--- src/rtl/instruction_fetch.sv ---
// ----------------------------------------------------------------------------
// instruction_fetch
//
// MIPS instruction-fetch front end. This block owns the program counter and
// drives it straight into a combinational instruction memory. It captures the
// returned word into the IF/ID register together with its PC. It also handles
// stalls, branch/jump redirects, word alignment of redirect targets, and a
// halt instruction.
//
// Parameters:
//   RESET_PC   PC loaded on reset (bits [1:0] are forced to 00)
//   HALT_WORD  instruction word that stops fetching once captured
//
// Ports:
//   clk              rising-edge clock
//   reset            synchronous, active-high reset
//   imem_addr        instruction memory address (always equals PC)
//   imem_rdata       instruction memory read data, combinational from imem_addr
//   stall            hold PC and IF/ID contents
//   redirect         branch/jump taken this cycle
//   redirect_target  new PC when redirect is high
//   if_instr         IF/ID instruction
//   if_pc            PC of if_instr
//   if_pc_plus4      if_pc + 4 (modulo 2^32)
//   if_valid         IF/ID holds a real instruction
//   halted           fetch stopped on HALT_WORD
//   misalign_err     sticky: a redirect target had bits [1:0] != 0
//   fetch_count      instructions captured into IF/ID
//
// Build option:
//   IFETCH_PERF_CNT_EN  when defined, fetch_count counts every normal capture
//                       (the HALT_WORD capture included) and wraps at 2^32.
//                       When undefined, fetch_count is tied to 0.
// ----------------------------------------------------------------------------
module instruction_fetch #(
    parameter logic [31:0] RESET_PC  = 32'h0000_0000,
    parameter logic [31:0] HALT_WORD = 32'hFC00_0000
) (
    input  logic        clk,
    input  logic        reset,
    output logic [31:0] imem_addr,
    input  logic [31:0] imem_rdata,
    input  logic        stall,
    input  logic        redirect,
    input  logic [31:0] redirect_target,
    output logic [31:0] if_instr,
    output logic [31:0] if_pc,
    output logic [31:0] if_pc_plus4,
    output logic        if_valid,
    output logic        halted,
    output logic        misalign_err,
    output logic [31:0] fetch_count
);

    typedef enum logic [1:0] {
        BOOT = 2'd0,
        RUN  = 2'd1,
        HALT = 2'd2
    } state_t;

    // Force the low bits of the reset vector to zero. This keeps the memory
    // word-aligned even if the parameter is misconfigured.
    localparam logic [31:0] RESET_PC_ALIGNED = {RESET_PC[31:2], 2'b00};

    state_t      state;
    logic [31:0] pc;
    logic [31:0] pc_plus4;
    logic        capture;

    assign imem_addr = pc;
    assign pc_plus4  = pc + 32'd4;   // wraps naturally at 2^32

    // A normal capture happens only in RUN, when neither redirect nor stall
    // is active. Redirect takes priority over stall.
    assign capture = (state == RUN) && !redirect && !stall;

    // NOTE: all state here is clocked, so it uses non-blocking assignments.
    // Every register reads the pre-edge values of the others, which is what
    // the hardware does.
    always_ff @(posedge clk) begin
        if (reset) begin
            state        <= BOOT;
            pc           <= RESET_PC_ALIGNED;
            if_instr     <= '0;
            if_pc        <= '0;
            if_pc_plus4  <= '0;
            if_valid     <= 1'b0;
            halted       <= 1'b0;
            misalign_err <= 1'b0;
        end else begin
            case (state)
                // One idle cycle after reset. Stall and redirect are ignored.
                BOOT: begin
                    if_valid <= 1'b0;
                    state    <= RUN;
                end

                RUN: begin
                    if (redirect) begin
                        // The wrong-path fetch is dropped as a bubble. The
                        // IF/ID data fields keep their old values.
                        pc       <= {redirect_target[31:2], 2'b00};
                        if_valid <= 1'b0;
                        if (redirect_target[1:0] != 2'b00) begin
                            misalign_err <= 1'b1;
                        end
                    end else if (!stall) begin
                        if_instr    <= imem_rdata;
                        if_pc       <= pc;
                        if_pc_plus4 <= pc_plus4;
                        if_valid    <= 1'b1;
                        // The halt word is delivered downstream. The PC
                        // stays parked on its address.
                        if (imem_rdata == HALT_WORD) begin
                            state <= HALT;
                        end else begin
                            pc <= pc_plus4;
                        end
                    end
                end

                // Terminal state. Only reset leaves it.
                HALT: begin
                    if_valid <= 1'b0;
                    halted   <= 1'b1;
                end

                default: state <= BOOT;
            endcase
        end
    end

`ifdef IFETCH_PERF_CNT_EN
    always_ff @(posedge clk) begin
        if (reset) begin
            fetch_count <= '0;
        end else if (capture) begin
            fetch_count <= fetch_count + 32'd1;
        end
    end
`else
    assign fetch_count = 32'd0;

    logic unused_capture;
    assign unused_capture = capture;
`endif

endmodule

--- config.mk ---
export PLATFORM = sky130hd
export DESIGN_NAME = instruction_fetch
export DESIGN_NICKNAME = d
export VERILOG_FILES = /design/src/rtl/instruction_fetch.sv
export SDC_FILE = /design/constraint.sdc
export NUM_CORES = 1
export LEC_CHECK = 0
export ABC_AREA = 1
export CORE_MARGIN = 2
export CORE_UTILIZATION = 49
export CTS_BUF_LIST = sky130_fd_sc_hd__clkbuf_4 sky130_fd_sc_hd__clkbuf_8
export DETAILED_ROUTE_END_ITERATION = 7
export PLACE_DENSITY_LB_ADDON = 0.3
export SKIP_LAST_GASP = 1
export SYNTH_ARGS = -nofsm -noshare
export SYNTH_HDL_FRONTEND = slang
export SYNTH_SLANG_ARGS = --single-unit
--- constraint.sdc ---
create_clock -name clk -period 3.5 [get_ports clk]
set_input_delay 0.7 -clock clk [delete_from_list [all_inputs] [get_ports clk]]
set_output_delay 0.7 -clock clk [all_outputs]
set_load 0.005 [all_outputs]
== Word-level counts from Yosys, hierarchy flattened ==
Cells that the tools add are included.

* Register bits: 133
* Input port bits: 68
* Output and inout port bits: 163
* Word-level logic and storage cells: 40

* Add/subtract/negate cells: 1
* Equality and inequality tests: 9
* Muxes and demuxes: 10
* Bitwise gates (word level): 3
* Reduce and logical (&&, ||, !) cells: 9

{| class="wikitable"
|+ Operators with widths
! operator !! number
|-
| 32-bit 2-to-1 mux || 3
|-
| 32-bit by 3-bit adder with 32-bit output, second input constant || 1
|-
| 32-bit == test, second input constant || 1
|-
| 3-bit AND reduction || 3
|-
| 2-bit 2-to-1 mux || 3
|-
| 2-bit != test, second input constant || 3
|-
| 2-bit one-hot mux with 3 select lines || 1
|-
| 2-bit by 1-bit != test with 1-bit output, second input constant || 2
|-
| 4-bit AND reduction || 1
|-
| 2-bit nonzero test || 2
|-
| 3-bit != test, second input constant || 1
|-
| 1-bit NOT || 3
|-
| 2-bit by 1-bit == test with 1-bit output, second input constant || 1
|-
| 2-bit == test, second input constant || 1
|-
| 2-bit logical NOT || 1
|-
| 1-bit 2-to-1 mux || 2
|-
| 1-bit one-hot mux with 2 select lines || 1
|-
| 2-bit AND reduction || 1
|-
| 2-bit OR reduction || 1
|}

== Logic depth before layout (Yosys ltp) ==
* Depth after elaboration: 5
* Mapped depth: 12
* Gate-level depth less buffers: 11

== Worst setup path before layout ==
OpenSTA, ideal clock, no wires.

* Path kind: input to register
* From: input imem_rdata[0]
* To: register pc[2], in the netlist imem_addr[2]
* Library setup time: 0.116 ns
* Arrival time: 1.618 ns
* Data required time: 3.384 ns
* Slack: 1.766 ns
* Stages: 11
* Buffers on the path: 1
* Path through: inv_1 -> nand2_1 -> nor2_1 -> nand2_1 -> nor2_1 -> nand2_1 -> nand2_2 -> nand2_2 -> buf_2 -> o21ai_0 -> nor2_1

* Word-level cells in the longest chain between the ends: 3

{| class="wikitable"
|+ Ends and longest elaborated chain
! element !! line !! source
|-
| from (decl) || 42 || <nowiki>input logic [31:0] imem_rdata,</nowiki>
|-
| 32-bit == test || 114 || <nowiki>if (imem_rdata == HALT_WORD) begin</nowiki>
|-
| 2-bit != test (no source line) || n/a ||
|-
| 3-bit AND reduction (no source line) || n/a ||
|-
| to (signal assigned) || 102 || <nowiki>pc <= {redirect_target[31:2], 2'b00};</nowiki>
|-
| to (signal assigned) || 117 || <nowiki>pc <= pc_plus4;</nowiki>
|-
| to (decl) || 66 || <nowiki>logic [31:0] pc;</nowiki>
|}

No other way between the ends.
A chain may end at the register's enable or synchronous reset.

== Final worst setup path ==
* From: register pc[10], in the netlist imem_addr[10]
* To: output imem_addr[10]

{| class="wikitable"
|+ RTL lines
! element !! line !! source
|-
| to (decl) || 41 || <nowiki>output logic [31:0] imem_addr,</nowiki>
|}

No word-level cell between the ends.

==> results.py <==
metrics = {
    "finish": {
        "drive_gt1_frac": 0.0627,
        "final_cells": 1252,
        "n_antenna_cell": 0,
        "syn2layout_area_growth_pct": 37.5,
        "final_net_count": 1142,
    },
    "clocking": {
        "cts-htree-levels": 4,
        "clock-sinks": 127,
        "path_clk_slew_ns": 0.07,
        "ctsHoldBuffers": 0,
        "ctsRootBufferMaster": "clkbuf_8",
        "cts_resized": 0,
        "clk_path_buf_depth": 2,
        "cts_buffers": 17,
        "cts_tree": "built",
        "cts_setup_buffers": 0,
        "clk_latency_ns": 0.44,
    },
    "critical_path": {
        "path_buf_inv": 1,
        "path_cells": "clkdlybuf4s50_1",
        "required_ns": 2.80,
        "start_kind": "flip-flop",
        "crit_start": "imem_addr[10]",
        "crit_end": "imem_addr[10]",
        "worstPathArrival_ns": 1.48,
        "worstSetupPathDepth": 1,
        "end_kind": "output port",
        "slowest_delay_ns": 0.56,
        "critPathKind": "reg2out",
        "rr_worst_depth": 9,
        "r2r-start": "state[0]",
        "cp_top_family": "buffers and inverters",
        "slowest_stage": "clkdlybuf4s50_1",
        "crit_fanout": 6,
        "rr_endpoint": "if_instr[17]",
        "reg2reg_slack_ns": 1.55,
    },
    "hold_path": {
        "hold_class": "reg2reg",
        "worstHoldStart": "misalign_err",
    },
    "drt": {
        "drt-pass1-iter-count": 5,
        "wl_mm": 17.8,
        "viasPerCell": 5.04,
        "final_antenna_net_count": 0,
        "drc": 0,
        "wl_per_cell_um": 14.2,
        "drt_iter0_drc": 462,
        "vias": 6309,
    },
    "sta": {
        "rsz0062_at_grt": "no",
        "slew_viol_final": 0,
        "setup-tns-final_ns": 0,
        "tightestPinTransition_ns": 0.718,
        "hold_viol": 0,
        "fin_skew_ns": 0.00928,
        "fmax_mhz": 458,
        "timing.final.crit_period_ns": 2.18,
        "slew_headroom": 0.521,
        "setup_viol": 0,
        "finalCritPeriodShare": 0.624,
    },
    "synthesis": {
        "synth_seq_cells": 127,
        "synth_xor_area_frac": 0.0100,
        "synth_area_mm2": 0.00613,
        "synth.distinct_cells": 32,
        "synthAdderAreaFrac": 0.00204,
        "synth_edf_count": 0,
        "synth_area_leader_cell": "dfxtp_1",
        "synthArstFlopShare": 0,
        "yosysSeqAreaShare": 0.415,
        "synth_mux_area_frac": 0,
        "synth_top_family_by_area": "simple AND/OR/NAND/NOR gates",
        "synth_cells": 898,
        "synthFlopType": "dfxtp_1",
        "ys_warn_count": 0,
        "synth_area_leaders": "dfxtp_1, nand2_1, nor2_1, o21ai_0, inv_1",
        "synthTopCellsByCount": "nand2_1, nor2_1, dfxtp_1",
        "netlist.area_leader.share": 0.415,
        "synth_most_common_cell": "nand2_1",
        "yosys.area_share.simple": 0.269,
        "synth_area_per_cell_um2": 6.83,
        "synth-compound-area-share": 0.164,
    },
    "place": {
        "dp_cells": 1222,
        "place_hpwl_mm": 12.7,
        "gp_congestion": 0.928,
        "io_buffers": 192,
    },
    "power_and_ir_drop": {
        "power.share.clock": 0.372,
        "p_int_mw": 2.59,
        "p_sw_frac": 0.258,
        "p_leak_nw": 3.62,
        "p_comb_frac": 0.166,
        "ir_drop_v": 0.000256,
        "power_switching_uw": 900,
        "finalPower_mw": 3.49,
        "powerDensity_mw_per_mm2": 414,
        "seq_power_share": 0.461,
    },
    "floorplan": {
        "die_x_um": 116,
        "dieArea_mm2": 0.0134,
        "rows": 40,
        "coreArea_mm2": 0.0121,
        "io_pins": 231,
        "start_util": 0.506,
        "die_h_um": 116,
    },
    "grt": {
        "grt_overflow_total": 0,
        "grt_pass1_vias": 5596,
        "grt_antenna_before_repair": 0,
        "grt_max_degree": 71,
        "track_usage": 0.266,
        "grt_pass1_wl_mm": 27.9,
    },
    "run": {
        "cap_violations": 0,
    },
    "run_status": {
        "status": "complete, no violations",
    },
}
[metal layers]
metal / wire length, um / vias to the layer above / global-route usage
li1: - / 3146 / -
met1: 7680 / 2871 / 0.340
met2: 8170 / 271 / 0.429
met3: 1640 / 21 / 0.0826
met4: 284 / 0 / 0.0897
met5: 0 / - / 0
[power by group through the flow]
stage                     Sequential, mW  Clock [mW]  Combinational, mW
after global placement              1.64           0              0.567
final                               1.61        1.30              0.581
after floorplan                     1.63           0              0.290
after detailed placement            1.64           0              0.576
after global routing                1.62        1.38              0.641
after CTS                           1.61        1.32              0.580
[layout by cell type, fill, tap and decap left out, types with 2 or more instances in the layout]
| master | synthesis | layout |
|---|---|---|
| nand3_1 | 54 | 54 |
| o21ai_0 | 97 | 97 |
| nor2_4 | 5 | 5 |
| a211oi_1 | 2 | 2 |
| xor2_1 | 3 | 3 |
| nor3_1 | 2 | 2 |
| clkdlybuf4s50_1 | 0 | 191 |
| or2_2 | 2 | 2 |
| inv_2 | 6 | 6 |
| dfxtp_1 | 127 | 127 |
| inv_1 | 89 | 89 |
| and2_1 | 2 | 2 |
| nor2_1 | 135 | 135 |
| buf_12 | 0 | 4 |
| clkbuf_4 | 0 | 2 |
| nand2_1 | 179 | 179 |
| nand4_1 | 2 | 2 |
| nor2_2 | 5 | 5 |
| nand2_2 | 8 | 8 |
| clkbuf_8 | 0 | 23 |
| conb_1 | 1 | 38 |
| o211ai_1 | 22 | 22 |
| bufinv_16 | 0 | 2 |
| clkinv_2 | 0 | 2 |
| buf_4 | 42 | 5 |
| a21oi_1 | 65 | 65 |
| xnor2_1 | 4 | 4 |
[layout make-up]
type,instances,area [um^2]
fill,1088,3680
multi-input combinational,630,2870
sequential,127,2540
timing repair buffer,201,2030
inverter,96,363
clock buffer,25,332
tap,168,210
clock inverter,5,77.6
[how the worst min path moves through the flow]
| stage | endpoint | cells after the start | slack, ns |
|---|---|---|---|
| 6_report | misalign_err | 2 | 0.46 |
| 5_1_grt | misalign_err | 2 | 0.48 |
| 4_1_cts | misalign_err | 2 | 0.46 |
| 3_5_place_dp | misalign_err | 2 | 0.45 |
| 3_3_place_gp | misalign_err | 2 | 0.44 |
| 2_1_floorplan | misalign_err | 2 | 0.45 |
[stage by stage]
step / util / setup WS [ns] / area, um^2 / hold WS, ns
6_report: 0.696 / 1.32 / 8430 / 0.457
5_1_grt: 0.696 / 1.13 / 8430 / 0.479
4_1_cts: 0.696 / 1.28 / 8430 / 0.457
3_5_place_dp: 0.662 / 0.881 / 8020 / 0.450
3_3_place_gp: 0.662 / 0.940 / 8020 / 0.437
2_1_floorplan: - / 1.77 / 6270 / 0.447
[cells by family (layout without fill, tap and decap cells)]
| kind of cell | Yosys count | count (layout) |
|---|---|---|
| flip-flops | 127 | 127 |
| AND/OR/NAND/NOR | 396 | 396 |
| AO/OA/AOI/OAI | 188 | 188 |
| other | 1 | 38 |
| buffers and inverters | 178 | 327 |
| adder cells (fa/ha/maj) | 1 | 1 |
| XOR/XNOR | 7 | 7 |
[flip-flops by register name (all words and copies together) (netlist names)]
register	count
state	2
halted	1
if_instr	32
if_pc_plus4	30
if_valid	1
misalign_err	1
if_pc	30
imem_addr	30
No activity file was read; power rests on OpenSTA's default activity.
